**config.mk**
```make
export PLATFORM = sky130hd
export DESIGN_NAME = lock_queue_manager
export DESIGN_NICKNAME = d
export VERILOG_FILES = /design/src/rtl/lock_queue_manager.sv
export SDC_FILE = /design/constraint.sdc
export NUM_CORES = 1
export LEC_CHECK = 0
export ABC_AREA = 1
export BUFFER_PORTS_ARGS = -buffer_cell sky130_fd_sc_hd__buf_4
export CORE_AREA = 4 4 140 142
export CTS_BUF_LIST = sky130_fd_sc_hd__clkbuf_16
export CTS_CLUSTER_DIAMETER = 80
export DETAILED_ROUTE_END_ITERATION = 10
export DIE_AREA = 0 0 144 146
export SETUP_SLACK_MARGIN = 0.02
export SLEW_MARGIN = 20
export SYNTH_ARGS = -nofsm -noshare
export SYNTH_HDL_FRONTEND = slang
export SYNTH_SLANG_ARGS = --single-unit
```
**constraint.sdc**
```tcl
create_clock -name clk -period 5.25 [get_ports clk]
set_input_delay 0.7875 -clock clk [delete_from_list [all_inputs] [get_ports clk]]
set_output_delay 0.7875 -clock clk [all_outputs]
set_load 0.05 [all_outputs]
```
**src/rtl/lock_queue_manager.sv**
```systemverilog
// lock_queue_manager: queued lock manager; blocking LOCKs on held locks park in a per-lock waiter set
// and UNLOCK hands ownership to the next waiter in round-robin order.
module lock_queue_manager #(
    parameter int NUM_LOCKS = 4
) (
    input  logic        clk,
    input  logic        rstn,
    input  logic [63:0] inStream_TDATA,
    input  logic        inStream_TVALID,
    input  logic [3:0]  inStream_TID,
    output logic        inStream_TREADY,
    output logic [7:0]  outStream_TDATA,
    output logic        outStream_TVALID,
    input  logic        outStream_TREADY,
    output logic [3:0]  outStream_TDEST
);
    localparam logic [7:0] OP_LOCK = 8'h04, OP_TRY = 8'h05, OP_UNLOCK = 8'h06;
    typedef enum logic [1:0] {IDLE, EXEC, ACK} state_t;
    state_t state_q, state_d;
    logic [7:0] op_q, op_d, id_q, id_d, out_data_q, out_data_d;
    logic [3:0] tid_q, tid_d, out_dest_q, out_dest_d;
    logic out_valid_q, out_valid_d, in_ready_q, in_ready_d;
    logic [NUM_LOCKS-1:0] locked_q, locked_d;
    logic [NUM_LOCKS-1:0][3:0] owner_q, owner_d;
    logic [NUM_LOCKS-1:0][15:0] waiters_q, waiters_d;
    logic hit, sel_locked, n_locked, found, is_owner, ack;
    logic [3:0] sel_owner, n_owner, nxt, cand, ack_dest;
    logic [15:0] sel_wait, n_wait;
    logic [7:0] ack_data;
    logic unused_bits;
    assign unused_bits = ^inStream_TDATA[63:16];
    assign inStream_TREADY = in_ready_q;
    assign outStream_TVALID = out_valid_q;
    assign outStream_TDATA = out_data_q;
    assign outStream_TDEST = out_dest_q;
    always_comb begin
        state_d = state_q;
        op_d = op_q;
        id_d = id_q;
        tid_d = tid_q;
        out_data_d = out_data_q;
        out_dest_d = out_dest_q;
        out_valid_d = out_valid_q;
        locked_d = locked_q;
        owner_d = owner_q;
        waiters_d = waiters_q;
        hit = 1'b0;
        sel_locked = 1'b0;
        sel_owner = '0;
        sel_wait = '0;
        for (int l = 0; l < NUM_LOCKS; l++) begin
            if (id_q == 8'(l)) begin
                hit = 1'b1;
                sel_locked = locked_q[l];
                sel_owner = owner_q[l];
                sel_wait = waiters_q[l];
            end
        end
        // Round-robin: first waiter strictly after the current owner, wrapping at 16
        found = 1'b0;
        nxt = sel_owner;
        cand = '0;
        for (int k = 1; k <= 16; k++) begin
            cand = sel_owner + 4'(k);
            if (!found && sel_wait[cand]) begin
                found = 1'b1;
                nxt = cand;
            end
        end
        is_owner = sel_locked && sel_owner == tid_q;
        n_locked = sel_locked;
        n_owner = sel_owner;
        n_wait = sel_wait;
        ack = 1'b0;
        ack_data = 8'h00;
        ack_dest = tid_q;
        if (op_q == OP_LOCK || op_q == OP_TRY) begin
            if (!sel_locked) begin
                n_locked = 1'b1;
                n_owner = tid_q;
                ack = 1'b1;
                ack_data = 8'h01;
            end else if (is_owner) begin
                ack = 1'b1;
                ack_data = 8'h01;
            end else if (op_q == OP_LOCK) begin
                n_wait[tid_q] = 1'b1;
            end else begin
                ack = 1'b1;
            end
        end else if (op_q == OP_UNLOCK && is_owner) begin
            if (!found) begin
                n_locked = 1'b0;
            end else begin
                n_owner = nxt;
                n_wait[nxt] = 1'b0;
                ack = 1'b1;
                ack_data = 8'h01;
                ack_dest = nxt;
            end
        end
        case (state_q)
            IDLE: begin
                if (inStream_TVALID && in_ready_q) begin
                    op_d = inStream_TDATA[7:0];
                    id_d = inStream_TDATA[15:8];
                    tid_d = inStream_TID;
                    state_d = EXEC;
                end
            end
            EXEC: begin
                state_d = (hit && ack) ? ACK : IDLE;
                for (int l = 0; l < NUM_LOCKS; l++) begin
                    if (id_q == 8'(l)) begin
                        locked_d[l] = n_locked;
                        owner_d[l] = n_owner;
                        waiters_d[l] = n_wait;
                    end
                end
                if (hit && ack) begin
                    out_data_d = ack_data;
                    out_dest_d = ack_dest;
                end
            end
            ACK: begin
                out_valid_d = 1'b1;
                if (out_valid_q && outStream_TREADY) begin
                    out_valid_d = 1'b0;
                    state_d = IDLE;
                end
            end
            default: state_d = IDLE;
        endcase
        in_ready_d = state_d == IDLE;
    end
    always_ff @(posedge clk or negedge rstn) begin
        if (!rstn) begin
            state_q <= IDLE;
            op_q <= '0;
            id_q <= '0;
            tid_q <= '0;
            out_data_q <= '0;
            out_dest_q <= '0;
            out_valid_q <= 1'b0;
            in_ready_q <= 1'b0;
            locked_q <= '0;
            owner_q <= '0;
            waiters_q <= '0;
        end else begin
            state_q <= state_d;
            op_q <= op_d;
            id_q <= id_d;
            tid_q <= tid_d;
            out_data_q <= out_data_d;
            out_dest_q <= out_dest_d;
            out_valid_q <= out_valid_d;
            in_ready_q <= in_ready_d;
            locked_q <= locked_d;
            owner_q <= owner_d;
            waiters_q <= waiters_d;
        end
    end
endmodule

```
==> tab_implementation.tex, run 1 <==
\begin{tabular}{lr}
\hline
Metric & Value \\
\hline
\multicolumn{2}{l}{\textbf{Layout}} \\
\quad Share of layout cells above drive strength 1 & 0.1495 \\
\quad Fill count & 1895 \\
\quad Area growth from synthesis to final layout & 14.06\% \\
\quad Number of diodes added for antenna fixing & 0 \\
\quad Layout Utilization & 0.5048 \\
\quad FF+latch area & between 2000 and 3000 sq um \\
\quad Multi-input gate area & 4631 sq um \\
\quad Number of nets at the end of the flow & 1348 \\
\quad Post-route cell area & 9316 sq um \\
\multicolumn{2}{l}{\textbf{Synth}} \\
\quad Synth top cells by count & 417 x nand2\_1, 175 x nand3\_1, 113 x dfrtp\_1 \\
\quad Cell types with the largest area share after synthesis & dfrtp\_1 35\%, nand2\_1 19\%, nand3\_1 11\% \\
\quad Flip-flop and latch count after synthesis & 113 \\
\quad Fraction of registers with async set or reset after synthesis & 1.000 \\
\quad Most frequent cell after synthesis & nand2\_1 \\
\quad Syn Inst Count & 1223 \\
\quad Synth warnings & 0 \\
\quad Post-synthesis instance area & 8168 sq um \\
\quad Post-synthesis sequential area ratio & 0.3462 \\
\quad Mapped Avg Cell Area & 6.679 sq um \\
\quad Cell taking the most area after synthesis & dfrtp\_1 \\
\quad Count of flip-flops with a built-in enable after synthesis & 0 \\
\quad Synth top area share & 0.3462 \\
\quad Leading register cell type out of synthesis & dfrtp\_1 \\
\quad Count of different cell masters after synthesis & 54 \\
\multicolumn{2}{l}{\textbf{Setup path}} \\
\quad Element type at the critical path start & register \\
\quad Critical Path RT & 5510 ps \\
\quad Biggest fanout along the worst timing path & 19 \\
\quad Critical path type & register to register \\
\quad Max incr delay on CP & 380 ps \\
\quad Slowest CP cell & dfrtp\_1 \\
\quad Kind of capture point of the worst setup path & register \\
\quad Number of stages on the worst setup path & 30 \\
\quad Data arrival time of the worst path & 5020 ps \\
\quad Depth of the worst register-to-register path & 30 \\
\quad Gate family responsible for the most delay along the worst path & simple AND/OR/NAND/NOR gates \\
\quad Buffers and inverters on the worst path & 5 \\
\multicolumn{2}{l}{\textbf{Floorplan}} \\
\quad Die extent in y & 146 um \\
\quad DIE AREA & 21020 sq um \\
\quad Effective utilization at floorplan & 0.4426 \\
\quad Die X & about 140 um \\
\quad Core Region & 18460 sq um \\
\quad Top-Level Pins & 86 \\
\quad Row Count & 50 \\
\multicolumn{2}{l}{\textbf{Worst hold path}} \\
\quad Kind of path behind the tightest hold check & primary input to async pin \\
\multicolumn{2}{l}{\textbf{STA}} \\
\quad Setup repair after global routing missed its margin & false \\
\quad Worst max-slew margin expressed relative to the limit & 0.2796 \\
\quad Pins Over Slew Limit & 0 \\
\quad Final count of negative-setup-slack endpoints & 0 \\
\quad Highest achievable clock rate & approximately 0.21 GHz \\
\quad Post-Route Skew & 9.759 ps \\
\quad Count of final hold-check violations & 0 \\
\quad Total Neg Setup Slack & 0 ps \\
\quad Shortest clock period the worst path allows after layout & 4765 ps \\
\quad Actual transition at the worst max-transition pin & 1077 ps \\
\quad Share of the cycle needed by the critical path after routing & 0.9076 \\
\multicolumn{2}{l}{\textbf{Power and ir drop}} \\
\quad Maximum ir drop on the vdd rail & 362.4 uV \\
\quad Pleak & 4.635 nW \\
\quad Power per cell area & 421.5 nW/um\^{}2 \\
\multicolumn{2}{l}{\textbf{Clocking}} \\
\quad Number of buffers between clock root and the deepest sink & 2 \\
\quad Clock root buffer & clkbuf\_16 \\
\quad Number of buffers added by the clock tree synthesis step & 17 \\
\quad Clock latency reported for the late side of the worst-skew pair & 420 ps \\
\quad TritonCTS clock tree & built \\
\quad Clock-pin transition on the worst setup and hold timing paths & 60 ps \\
\quad Sink count of the clock tree & 113 \\
\quad Max H-tree Level & 4 \\
\multicolumn{2}{l}{\textbf{Placed design}} \\
\quad Standard cell area after detailed placement & about 8700 sq um \\
\quad Number of buffers inserted by port buffering & 30 \\
\quad Weighted congestion at the end of routability-driven global placement & approximately 0.94 \\
\quad HPWL reported at the end of detailed placement & 19.28 mm \\
\multicolumn{2}{l}{\textbf{GRT}} \\
\quad Vias in the first global route & 7433 \\
\quad GRT Overall Usage & 0.2424 \\
\quad Pin count of the biggest net entering global routing & 57 \\
\quad First-pass GRT wire length & 39.82 mm \\
\quad Initial antenna violation count & 0 \\
\quad Total grt overflow & 0 \\
\multicolumn{2}{l}{\textbf{Detailed routing}} \\
\quad Violation count after the first detailed-route iteration & between 600 and 700 \\
\quad Total DRC errors in the routed layout & 0 \\
\quad Via density per instance & 5.291 \\
\quad Sum of routed wire length over all layers & 24.84 mm \\
\quad Drt pass-1 iters & 7 \\
\quad Mean routed wirelength per cell & around 16 um \\
\quad Remaining antenna violation count after routing & 0 \\
\quad Via count & $\sim$8000 \\
\multicolumn{2}{l}{\textbf{Job}} \\
\quad Total of max-cap violations & 0 \\
\multicolumn{2}{l}{\textbf{Status}} \\
\quad Result of the run & complete, no violations \\
\hline
\end{tabular}
[flip-flops by register name (all words and copies together) (netlist names)]
signal and flops:
id_q 8, tid_q 4, outStream_TVALID 1, outStream_TDATA 1, inStream_TREADY 1, owner_q 16
op_q 8, outStream_TDEST 4, state_q 2, locked_q 4, waiters_q 64
[metal layers]
layer | track usage | share of wire
met1 | 0.3355 | 0.45
met2 | 0.3834 | 0.47
met5 | 0 | 0
met4 | 0.07486 | 0.026
met3 | 0.04666 | 0.051
[stage by stage]
stage          setup slack [ps]  instances  hold slack [ps]  total power, W
6_report                  485.1       1518            428.2        0.003927
5_1_grt                   39.01       1518            485.2        0.004202
4_1_cts                   310.5       1513            441.9        0.003932
3_5_place_dp              338.8       1481            459.4        0.002787
3_3_place_gp              329.2       1481            454.4        0.002775
2_1_floorplan              1074       1229            442.1        0.002387
[timing repair]
| action | in CTS | in global routing |
|---|---|---|
| setup endpoints to repair | 0 | 81 |
| resized for setup | 0 | 6 |
| hold buffers | 0 | 0 |
| endpoints found under the hold margin | 0 | 0 |
| buffers inserted | 0 | 5 |
[report_power, final]
| group | leakage [nW] | internal, W | switching [W] |
|---|---|---|---|
| registers | 1.53 | 0.00101 | 0.000106 |
| clock network | 0.274 | 0.000694 | 0.000446 |
| logic | 2.83 | 0.000493 | 0.00118 |
[cells in the final DEF (no fill, tap or decap), types with 5 or more instances in the layout]
| cell type | n |
|---|---|
| a21oi_1 | 47 |
| buf_4 | 62 |
| clkbuf_16 | 17 |
| clkinv_1 | 6 |
| conb_1 | 7 |
| dfrtp_1 | 113 |
| inv_1 | 106 |
| inv_2 | 19 |
| nand2_1 | 417 |
| nand2_2 | 25 |
| nand2_4 | 6 |
| nand3_1 | 175 |
| nand3_2 | 7 |
| nand4_1 | 7 |
| nor2_1 | 74 |
| nor2_4 | 9 |
| nor3_1 | 8 |
| o211ai_1 | 5 |
| o21ai_0 | 51 |
| o21ai_1 | 41 |
| o21ai_2 | 7 |
| or2_0 | 6 |
| xor2_1 | 6 |
[cell families after synthesis]
| kind of cell | Yosys count | synth area share |
|---|---|---|
| XOR/XNOR | 8 | 0.01042 |
| other | 1 | 0.0004591 |
| adder cells (fa/ha/maj) | 5 | 0.007659 |
| AND/OR/NAND/NOR | 755 | 0.4237 |
| buffers and inverters | 172 | 0.09436 |
| flip-flops | 113 | 0.3462 |
| AO/OA/AOI/OAI | 169 | 0.1172 |
[path summary, 6_finish.rpt]
| kind | startpoint | end | slack, ps |
|---|---|---|---|
| min in group clk | id_q[6] | id_q[6] | 470 |
| max in group asynchronous | rstn | outStream_TDEST[1] | 3920 |
| max reg2reg | id_q[7] | waiters_q[27] | 490 |
| min reg2reg | id_q[6] | id_q[6] | 470 |
| min | rstn | waiters_q[6] | 430 |
| max | id_q[7] | waiters_q[27] | 490 |
[cell type report]
cell class                 count  share of cell area
inverter                     131             0.05372
clock inverter                15             0.01531
multi-input combinational    944              0.4970
tap                          234             0.03143
sequential                   113              0.3035
timing repair buffer          64             0.05332
clock buffer                  17             0.04566
(Power assumes the default switching activity.)
==> run 2, diff against run 1 <==
Settings changed: ABC_AREA 1 to unset, CORE_AREA 4 4 140 142 to 4 4 144 146, DIE_AREA 0 0 144 146 to 0 0 148 150, RECOVER_POWER set to 25.
==> run 2 against run 1 <==
  * Clock power down 7%
  * Via count down 5.0%
  * Cell area up 8.6%
  * Synthesized cell count down 27%
  * Clock skew about the same
  * Synthesized area up 5.6%
  * Core utilization up 1.7 points
  * Critical path type unchanged
  * Combinational power down 83%
  * First-iteration DRC count up 28%
  * Highest routed layer unchanged
  * Setup slack worse by 270 ps
  * The run now ends with max-capacitance violations, max-slew violations left
  * Total power down 40%
  * Largest power group is now clock
  * Hold slack better by 40 ps
  * Critical endpoint is now waiters_q[37]
==> tab_implementation.tex, run 2 <==
\begin{tabular}{lr}
\hline
Metric & Value \\
\hline
\multicolumn{2}{l}{\textbf{Placed design}} \\
\quad Inst Count DP & 1211 (-18\%) \\
\quad Number of buffers inserted by port buffering & 30 (unchanged) \\
\quad Standard cell area after detailed placement & 9480 sq um (+9.5\%) \\
\quad HPWL reported at the end of detailed placement & 19.19 mm (-0.47\%) \\
\quad Weighted congestion at the end of routability-driven global placement & 0.9619 (+2.8\%) \\
\multicolumn{2}{l}{\textbf{Synth}} \\
\quad Synth top cells by count & 117 x nand2\_1, 113 x dfrtp\_1, 67 x nor2\_1 \\
\quad Leading register cell type out of synthesis & dfrtp\_1 \\
\quad Syn Inst Count & 895 (-27\%) \\
\quad Flip-flop and latch count after synthesis & 113 (unchanged) \\
\quad Mapped Avg Cell Area & 9.638 sq um (+44\%) \\
\quad Post-synthesis instance area & 8626 sq um (+5.6\%) \\
\quad Count of flip-flops with a built-in enable after synthesis & 0 (unchanged) \\
\quad Count of different cell masters after synthesis & 106 (+96\%) \\
\quad Most frequent cell after synthesis & nand2\_1 \\
\quad Fraction of registers with async set or reset after synthesis & 1.000 (unchanged) \\
\quad Synth warnings & 0 (unchanged) \\
\quad Post-synthesis sequential area ratio & 0.3278 (-0.01838) \\
\quad Cell types with the largest area share after synthesis & dfrtp\_1 33\%, mux2\_2 7.7\%, mux4\_2 6.8\% \\
\quad Synth top area share & 0.3278 (-0.01838) \\
\quad Cell taking the most area after synthesis & dfrtp\_1 \\
\multicolumn{2}{l}{\textbf{Setup path}} \\
\quad Startpoint of the worst register-to-register path & id\_q[0] \\
\quad Biggest fanout along the worst timing path & 7 (-12) \\
\quad Critical Path RT & 5520 ps (about the same) \\
\quad Depth of the worst register-to-register path & 16 (-47\%) \\
\quad Kind of capture point of the worst setup path & register \\
\quad Critical path type & register to register \\
\quad Data arrival time of the worst path & 5300 ps (+280 ps) \\
\quad Launch point of the critical path & id\_q[0] \\
\quad Element type at the critical path start & register \\
\multicolumn{2}{l}{\textbf{Layout}} \\
\quad Number of flip-flops under the largest register name & 64 (unchanged) \\
\quad Number of non-filler instances in the completed layout & 1245 (-18\%) \\
\quad Share of layout cells above drive strength 1 & 0.2888 (+0.1392) \\
\quad Register name with the most flops & waiters\_q \\
\quad Most common cell after layout, fill and taps aside & nand2\_1 \\
\quad Area growth from synthesis to final layout & 17.31\% \\
\quad Post-route cell area & 10120 sq um (+8.6\%) \\
\quad Number of diodes added for antenna fixing & 0 (unchanged) \\
\quad Biggest registers after layout & waiters\_q x64, owner\_q x16 \\
\quad Leading cell types in the layout, fill and taps excluded & 115 x nand2\_1, 112 x dfrtp\_1, 104 x buf\_4 \\
\quad Number of nets at the end of the flow & 1044 (-23\%) \\
\multicolumn{2}{l}{\textbf{GRT}} \\
\quad Initial antenna violation count & 0 (unchanged) \\
\quad Total grt overflow & 0 (unchanged) \\
\quad First-pass GRT wire length & 41.20 mm (+3.5\%) \\
\quad GRT Overall Usage & 0.2376 (-0.004839) \\
\quad Vias in the first global route & 7359 (-1.0\%) \\
\quad Pin count of the biggest net entering global routing & 59 (+3.5\%) \\
\multicolumn{2}{l}{\textbf{STA}} \\
\quad Setup repair after global routing missed its margin & false \\
\quad Pins Over Slew Limit & 57 (+57) \\
\quad Post-Route Skew & 9.809 ps (+0.04915 ps) \\
\quad Highest achievable clock rate & 0.1987 GHz (-5.3\%) \\
\quad Post-route worst hold slack & 467.7 ps (+39.55 ps) \\
\quad Actual transition at the worst max-transition pin & 3010 ps (+1934 ps) \\
\quad Final count of negative-setup-slack endpoints & 0 (unchanged) \\
\quad Share of the cycle needed by the critical path after routing & 0.9587 (+0.05114) \\
\quad Shortest clock period the worst path allows after layout & 5033 ps (+268.5 ps) \\
\quad Total Neg Setup Slack & 0 ps (unchanged) \\
\quad Count of final hold-check violations & 0 (unchanged) \\
\quad Worst max-slew margin expressed relative to the limit & -1.007 (-1.287) \\
\multicolumn{2}{l}{\textbf{Power and ir drop}} \\
\quad Power per cell area & 231.4 nW/um\^{}2 (-45\%) \\
\quad Post-route total power & 0.002341 W (-40\%) \\
\quad Maximum ir drop on the vdd rail & 407.2 uV (+12\%) \\
\quad Pleak & 4.126 nW (-11\%) \\
\multicolumn{2}{l}{\textbf{Clocking}} \\
\quad Clock-pin transition on the worst setup and hold timing paths & 50 ps (about the same) \\
\quad TritonCTS clock tree & built \\
\quad Number of buffers between clock root and the deepest sink & 2 (unchanged) \\
\quad Max H-tree Level & 4 (unchanged) \\
\quad CTS Hold Buffers Added & 0 (unchanged) \\
\quad Clock latency reported for the late side of the worst-skew pair & 410 ps (about the same) \\
\quad Number of buffers added by the clock tree synthesis step & 17 (unchanged) \\
\quad Clock root buffer & clkbuf\_16 \\
\quad Sink count of the clock tree & 113 (unchanged) \\
\multicolumn{2}{l}{\textbf{Detailed routing}} \\
\quad Remaining antenna violation count after routing & 0 (unchanged) \\
\quad Total DRC errors in the routed layout & 0 (unchanged) \\
\quad Sum of routed wire length over all layers & 26.42 mm (+6.4\%) \\
\quad Drt pass-1 iters & 5 (-2) \\
\quad Via density per instance & 6.129 (+16\%) \\
\quad Mean routed wirelength per cell & 21.22 um (+30\%) \\
\quad Violation count after the first detailed-route iteration & 815 (+28\%) \\
\quad Via count & 7631 (-5.0\%) \\
\multicolumn{2}{l}{\textbf{Floorplan}} \\
\quad Core Region & 19400 sq um (+5.1\%) \\
\quad Die extent in y & 150 um (+2.7\%) \\
\quad Top-Level Pins & 86 (unchanged) \\
\quad Effective utilization at floorplan & 0.4447 (+0.002083) \\
\quad DIE AREA & 22200 sq um (+5.6\%) \\
\quad Die X & 148 um (+2.8\%) \\
\quad Row Count & 51 (+2.0\%) \\
\multicolumn{2}{l}{\textbf{Status}} \\
\quad Result of the run & finished with violations \\
\quad Failing checks & max-capacitance violations, max-slew violations \\
\multicolumn{2}{l}{\textbf{Worst hold path}} \\
\quad Hold\_sp & waiters\_q[38] \\
\quad Kind of path behind the tightest hold check & register to register \\
\quad Number of cells on the worst hold path & 2 \\
\multicolumn{2}{l}{\textbf{Job}} \\
\quad Total of max-cap violations & 1 (+1) \\
\hline
\end{tabular}
==> run 2: changes by cell type after synthesis, moves of 22 or more <==
cell / change
mux2i_1: +26
inv_1: -99
o21ai_1: -22
mux4_2: +26
nand3_1: -143
nand2_2: -24
o31ai_1: +32
nand2_1: -300
mux2_2: +59
==> run 2: kinds of logic after synthesis <==
kind of cell             share of synthesized area
flip-flops                                  0.3278
XOR/XNOR                                   0.01741
AND/OR/NAND/NOR                             0.2099
buffers and inverters                      0.04671
adder cells (fa/ha/maj)                   0.007253
AO/OA/AOI/OAI                               0.2084
multiplexers                                0.1820
other                                    0.0004347
==> run 2: metal layers <==
metal | routed length (um) | share of wire | global-route usage | up-vias
li1 | - | - | - | 3546
met1 | 11620 | 0.44 | 0.3340 | 3739
met2 | 12450 | 0.47 | 0.3836 | 313
met3 | 1840 | 0.070 | 0.03876 | 33
met4 | 517 | 0.020 | 0.06282 | 0
met5 | 0 | 0 | 0 | -
==> run 2: final cells by class <==
class	count	area, sq um
sequential	113	2829
fill	1803	9280
tap	265	331.6
clock inverter	15	121.4
multi-input combinational	716	5505
clock buffer	17	425.4
timing repair buffer	110	872.1
inverter	9	33.78
==> run 2: worst max-delay path, stage by stage, from the launching register on <==
cell and delay (ps):
dfrtp_2 500, mux4_2 580, nand2_1 130, inv_1 90
ha_1 290, buf_4 190, xnor2_1 340, mux4_2 470
a22oi_4 290, and2_1 220, nand3_1 180, a2111oi_4 450
nor3_1 150, or3_1 330, buf_4 210, nor4b_4 320
o31ai_1 130
==> run 2: stage by stage <==
stage / util / setup WS (ps)
detailed placement: 0.4887 / 45.91
floorplan: - / 43.88
global placement: 0.4887 / 26.75
global route: 0.5216 / 17.07
finish: 0.5216 / 216.7
CTS: 0.5172 / 88.22
==> run 2: power breakdown <==
group | internal [W] | switching [W]
registers | 0.000919 | 0.0000664
clock network | 0.000644 | 0.000421
logic | 0.000127 | 0.000165
==> run 2: worst paths after layout <==
kind	to	slack [ps]
max in group asynchronous	op_q[3]	1880
worst max register to register	waiters_q[37]	220
worst max-delay path	waiters_q[37]	220
worst min register to register	waiters_q[38]	470
worst min-delay path	waiters_q[38]	470
min in group asynchronous	waiters_q[50]	1360
==> run 2: what timing repair did <==
action,in CTS,in global routing
gates resized for setup,1,11
buffers inserted,0,2
pin swaps,0,2
setup endpoints to repair,1,68
==> run 3, diff against run 2 <==
Clock period 5.25 ns to 5.3 ns, I/O delays scaled along.
==> run 3 against run 2 <==
  * The run still ends with max-capacitance violations, max-slew violations left
  * Hold slack improved by 2.5 ps
  * Global-route usage is 0.13 points lower
  * Cell area rose by 0.44%
  * Combinational power is 3% lower
  * Clock power up 4%
  * Critical endpoint unchanged
  * Largest power group unchanged
==> tab_implementation.tex, run 3 (same netlist as run 2, synthesis figures left out) <==
\begin{tabular}{lr}
\hline
Metric & Value \\
\hline
\multicolumn{2}{l}{\textbf{Setup path}} \\
\quad Critical Path RT & 5550 ps (+30 ps) \\
\quad Cell breakdown of the critical path & mux4\_2 -> and3\_1 -> ha\_1 -> or2\_0 -> or2\_1 -> nand4b\_1 -> nand2\_2 -> or3b\_4 -> nor4\_4 -> nor3\_1 -> o32ai\_2 -> a21oi\_4 -> buf\_4 -> nor4b\_4 -> o31ai\_1 \\
\quad Buffers and inverters on the worst path & 1 (-2) \\
\quad Kind of capture point of the worst setup path & register \\
\quad Max incr delay on CP & 610 ps (+30 ps) \\
\quad Slowest CP cell & mux4\_2 \\
\quad Startpoint of the worst register-to-register path & id\_q[0] \\
\quad Depth of the worst register-to-register path & 15 (-1) \\
\quad Data arrival time of the worst path & 5260 ps (-40 ps) \\
\quad Reg2Reg Setup Slack & 290 ps (+70 ps) \\
\quad Gate family responsible for the most delay along the worst path & simple AND/OR/NAND/NOR gates \\
\quad Worst reg2reg path endpoint & waiters\_q[37] \\
\quad Critical path type & register to register \\
\quad Element type at the critical path start & register \\
\quad Biggest fanout along the worst timing path & 8 (+1) \\
\multicolumn{2}{l}{\textbf{Floorplan}} \\
\quad Die extent in y & 150 um (unchanged) \\
\quad Effective utilization at floorplan & 0.4447 (unchanged) \\
\quad Row Count & 51 (unchanged) \\
\quad Core Region & 19400 sq um (unchanged) \\
\quad Top-Level Pins & 86 (unchanged) \\
\quad DIE AREA & 22200 sq um (unchanged) \\
\quad Die X & 148 um (unchanged) \\
\multicolumn{2}{l}{\textbf{STA}} \\
\quad Setup repair after global routing missed its margin & false \\
\quad Post-route worst hold slack & 470.3 ps (+2.528 ps) \\
\quad Final count of negative-setup-slack endpoints & 0 (unchanged) \\
\quad Highest achievable clock rate & 0.1995 GHz (+0.43\%) \\
\quad Share of the cycle needed by the critical path after routing & 0.9457 (-0.01307) \\
\quad Post-Route Skew & 9.292 ps (-0.5168 ps) \\
\quad Shortest clock period the worst path allows after layout & 5012 ps (-21.35 ps) \\
\quad Count of final hold-check violations & 0 (unchanged) \\
\quad Actual transition at the worst max-transition pin & 3575 ps (+565.0 ps) \\
\quad Setup ws final & 288.0 ps (+71.36 ps) \\
\quad Pins Over Slew Limit & 68 (+19\%) \\
\quad Worst max-slew margin expressed relative to the limit & -1.384 (-0.3767) \\
\multicolumn{2}{l}{\textbf{Worst hold path}} \\
\quad Terminating pin of the worst hold path & waiters\_q[34] \\
\quad Kind of path behind the tightest hold check & register to register \\
\quad Number of cells on the worst hold path & 2 (unchanged) \\
\quad Hold\_sp & waiters\_q[34] \\
\multicolumn{2}{l}{\textbf{Layout}} \\
\quad Leading cell types in the layout, fill and taps excluded & 117 x nand2\_1, 112 x dfrtp\_1, 100 x buf\_4 \\
\quad Share of layout cells above drive strength 1 & 0.2873 (-0.001443) \\
\quad Layout Utilization & 0.5239 (+0.002322) \\
\quad Biggest registers after layout & waiters\_q x64, owner\_q x16 \\
\quad Post-route cell area & 10160 sq um (+0.44\%) \\
\quad Number of nets at the end of the flow & 1035 (-0.86\%) \\
\quad Most common cell after layout, fill and taps aside & nand2\_1 \\
\quad Register name with the most flops & waiters\_q \\
\quad Number of diodes added for antenna fixing & 0 (unchanged) \\
\quad Area growth from synthesis to final layout & 17.83\% \\
\quad Number of flip-flops under the largest register name & 64 (unchanged) \\
\multicolumn{2}{l}{\textbf{Clocking}} \\
\quad Number of buffers added by the clock tree synthesis step & 17 (unchanged) \\
\quad Number of buffers between clock root and the deepest sink & 2 (unchanged) \\
\quad Clock-pin transition on the worst setup and hold timing paths & 50 ps (about the same) \\
\quad Max H-tree Level & 4 (unchanged) \\
\quad Clock latency reported for the late side of the worst-skew pair & 410 ps (about the same) \\
\quad Clock root buffer & clkbuf\_16 \\
\quad CTS Hold Buffers Added & 0 (unchanged) \\
\quad Sink count of the clock tree & 113 (unchanged) \\
\quad TritonCTS clock tree & built \\
\multicolumn{2}{l}{\textbf{GRT}} \\
\quad Initial antenna violation count & 1 (+1) \\
\quad Total grt overflow & 0 (unchanged) \\
\quad Pin count of the biggest net entering global routing & 68 (+15\%) \\
\quad GRT Overall Usage & 0.2362 (-0.001332) \\
\quad Vias in the first global route & 7378 (+0.26\%) \\
\quad First-pass GRT wire length & 41.33 mm (+0.32\%) \\
\multicolumn{2}{l}{\textbf{Power and ir drop}} \\
\quad Psw & 0.0006377 W (-2.3\%) \\
\quad Power share of the combinational group & 0.120 (-0.005) \\
\quad Reg power frac & 0.415 (-0.006) \\
\quad Power per cell area & 231.9 nW/um\^{}2 (+0.21\%) \\
\quad Maximum ir drop on the vdd rail & 289.5 uV (-29\%) \\
\quad Internal Power & 0.001719 W (+1.8\%) \\
\quad Pleak & 4.113 nW (-0.31\%) \\
\quad Power share of the clock group & 0.465 (+0.010) \\
\quad Switching share of power & 0.2706 (-0.008085) \\
\multicolumn{2}{l}{\textbf{Detailed routing}} \\
\quad Mean routed wirelength per cell & 21.11 um (-0.52\%) \\
\quad Drt pass-1 iters & 5 (unchanged) \\
\quad Violation count after the first detailed-route iteration & 777 (-4.7\%) \\
\quad Total DRC errors in the routed layout & 0 (unchanged) \\
\quad Remaining antenna violation count after routing & 0 (unchanged) \\
\quad Sum of routed wire length over all layers & 26.10 mm (-1.2\%) \\
\quad Via density per instance & 6.166 (+0.60\%) \\
\quad Via count & 7621 (-0.13\%) \\
\multicolumn{2}{l}{\textbf{Status}} \\
\quad Result of the run & finished with violations \\
\quad Failing checks & max-capacitance violations, max-slew violations \\
\multicolumn{2}{l}{\textbf{Job}} \\
\quad Total of max-cap violations & 1 (unchanged) \\
\multicolumn{2}{l}{\textbf{Placed design}} \\
\quad Number of buffers inserted by port buffering & 30 (unchanged) \\
\quad Setup Slack @ Placement & -6.410 ps (-52.32 ps) \\
\quad Weighted congestion at the end of routability-driven global placement & 0.9537 (-0.85\%) \\
\quad HPWL reported at the end of detailed placement & 18.91 mm (-1.5\%) \\
\quad Standard cell area after detailed placement & 9340 sq um (-1.5\%) \\
\hline
\end{tabular}
==> run 3: worst max path at each step <==
stage	from	depth (start not counted)	slack [ps]	to
global route	id_q[0]	18	30	waiters_q[47]
global placement	id_q[0]	16	20	waiters_q[4]
finish	id_q[0]	15	290	waiters_q[37]
detailed placement	id_q[5]	17	-6	waiters_q[5]
floorplan	id_q[0]	20	60	waiters_q[16]
CTS	id_q[5]	18	30	waiters_q[3]
==> run 3: repair_timing <==
action | CTS | global route
cloned | 0 | 0
endpoints found under the setup margin | 14 | 73
resized for setup | 3 | 32
pin swaps | 0 | 5
setup buffers | 0 | 5
==> run 3: metal layers <==
metal  part of all wire  track usage  up-vias
li1                   -            -     3534
met1               0.44       0.3331     3710
met2               0.46       0.3693      318
met3              0.070      0.04240       57
met4              0.030      0.07852        2
met5            0.00027            0        -
==> run 3: power by group through the flow <==
stage | Sequential [W] | Clock [W] | Combinational [W]
after floorplan | 0.000969 | 0 | 0.000202
after global placement | 0.000989 | 0 | 0.000273
after detailed placement | 0.000990 | 0 | 0.000276
after CTS | 0.000976 | 0.00112 | 0.000277
after global routing | 0.000984 | 0.00116 | 0.000307
final | 0.000977 | 0.00110 | 0.000283
==> run 3: area by class of cell <==
cell class | instances | area, sq um
flip-flops and latches | 113 | 2829
fillers | 1841 | 9235
clock inverters | 15 | 143.9
repair buffers | 101 | 754.5
multi-input cells | 716 | 5645
inverters | 9 | 33.78
well taps | 265 | 331.6
clock buffers | 17 | 425.4
==> run 3: tightest hold or removal path: stages (launching register included) <==
cell and delay (ps):
dfrtp_1 330, nand2_1 50, o31ai_1 50
==> run 3: per-stage QoR <==
step / setup TNS, ps / power (W) / instances
after detailed placement: -15.52 / 0.001266 / 1199
after CTS: 0 / 0.002370 / 1231
final: 0 / 0.002357 / 1236
after global routing: 0 / 0.002449 / 1236
after global placement: 0 / 0.001262 / 1199
after floorplan: 0 / 0.001171 / 901
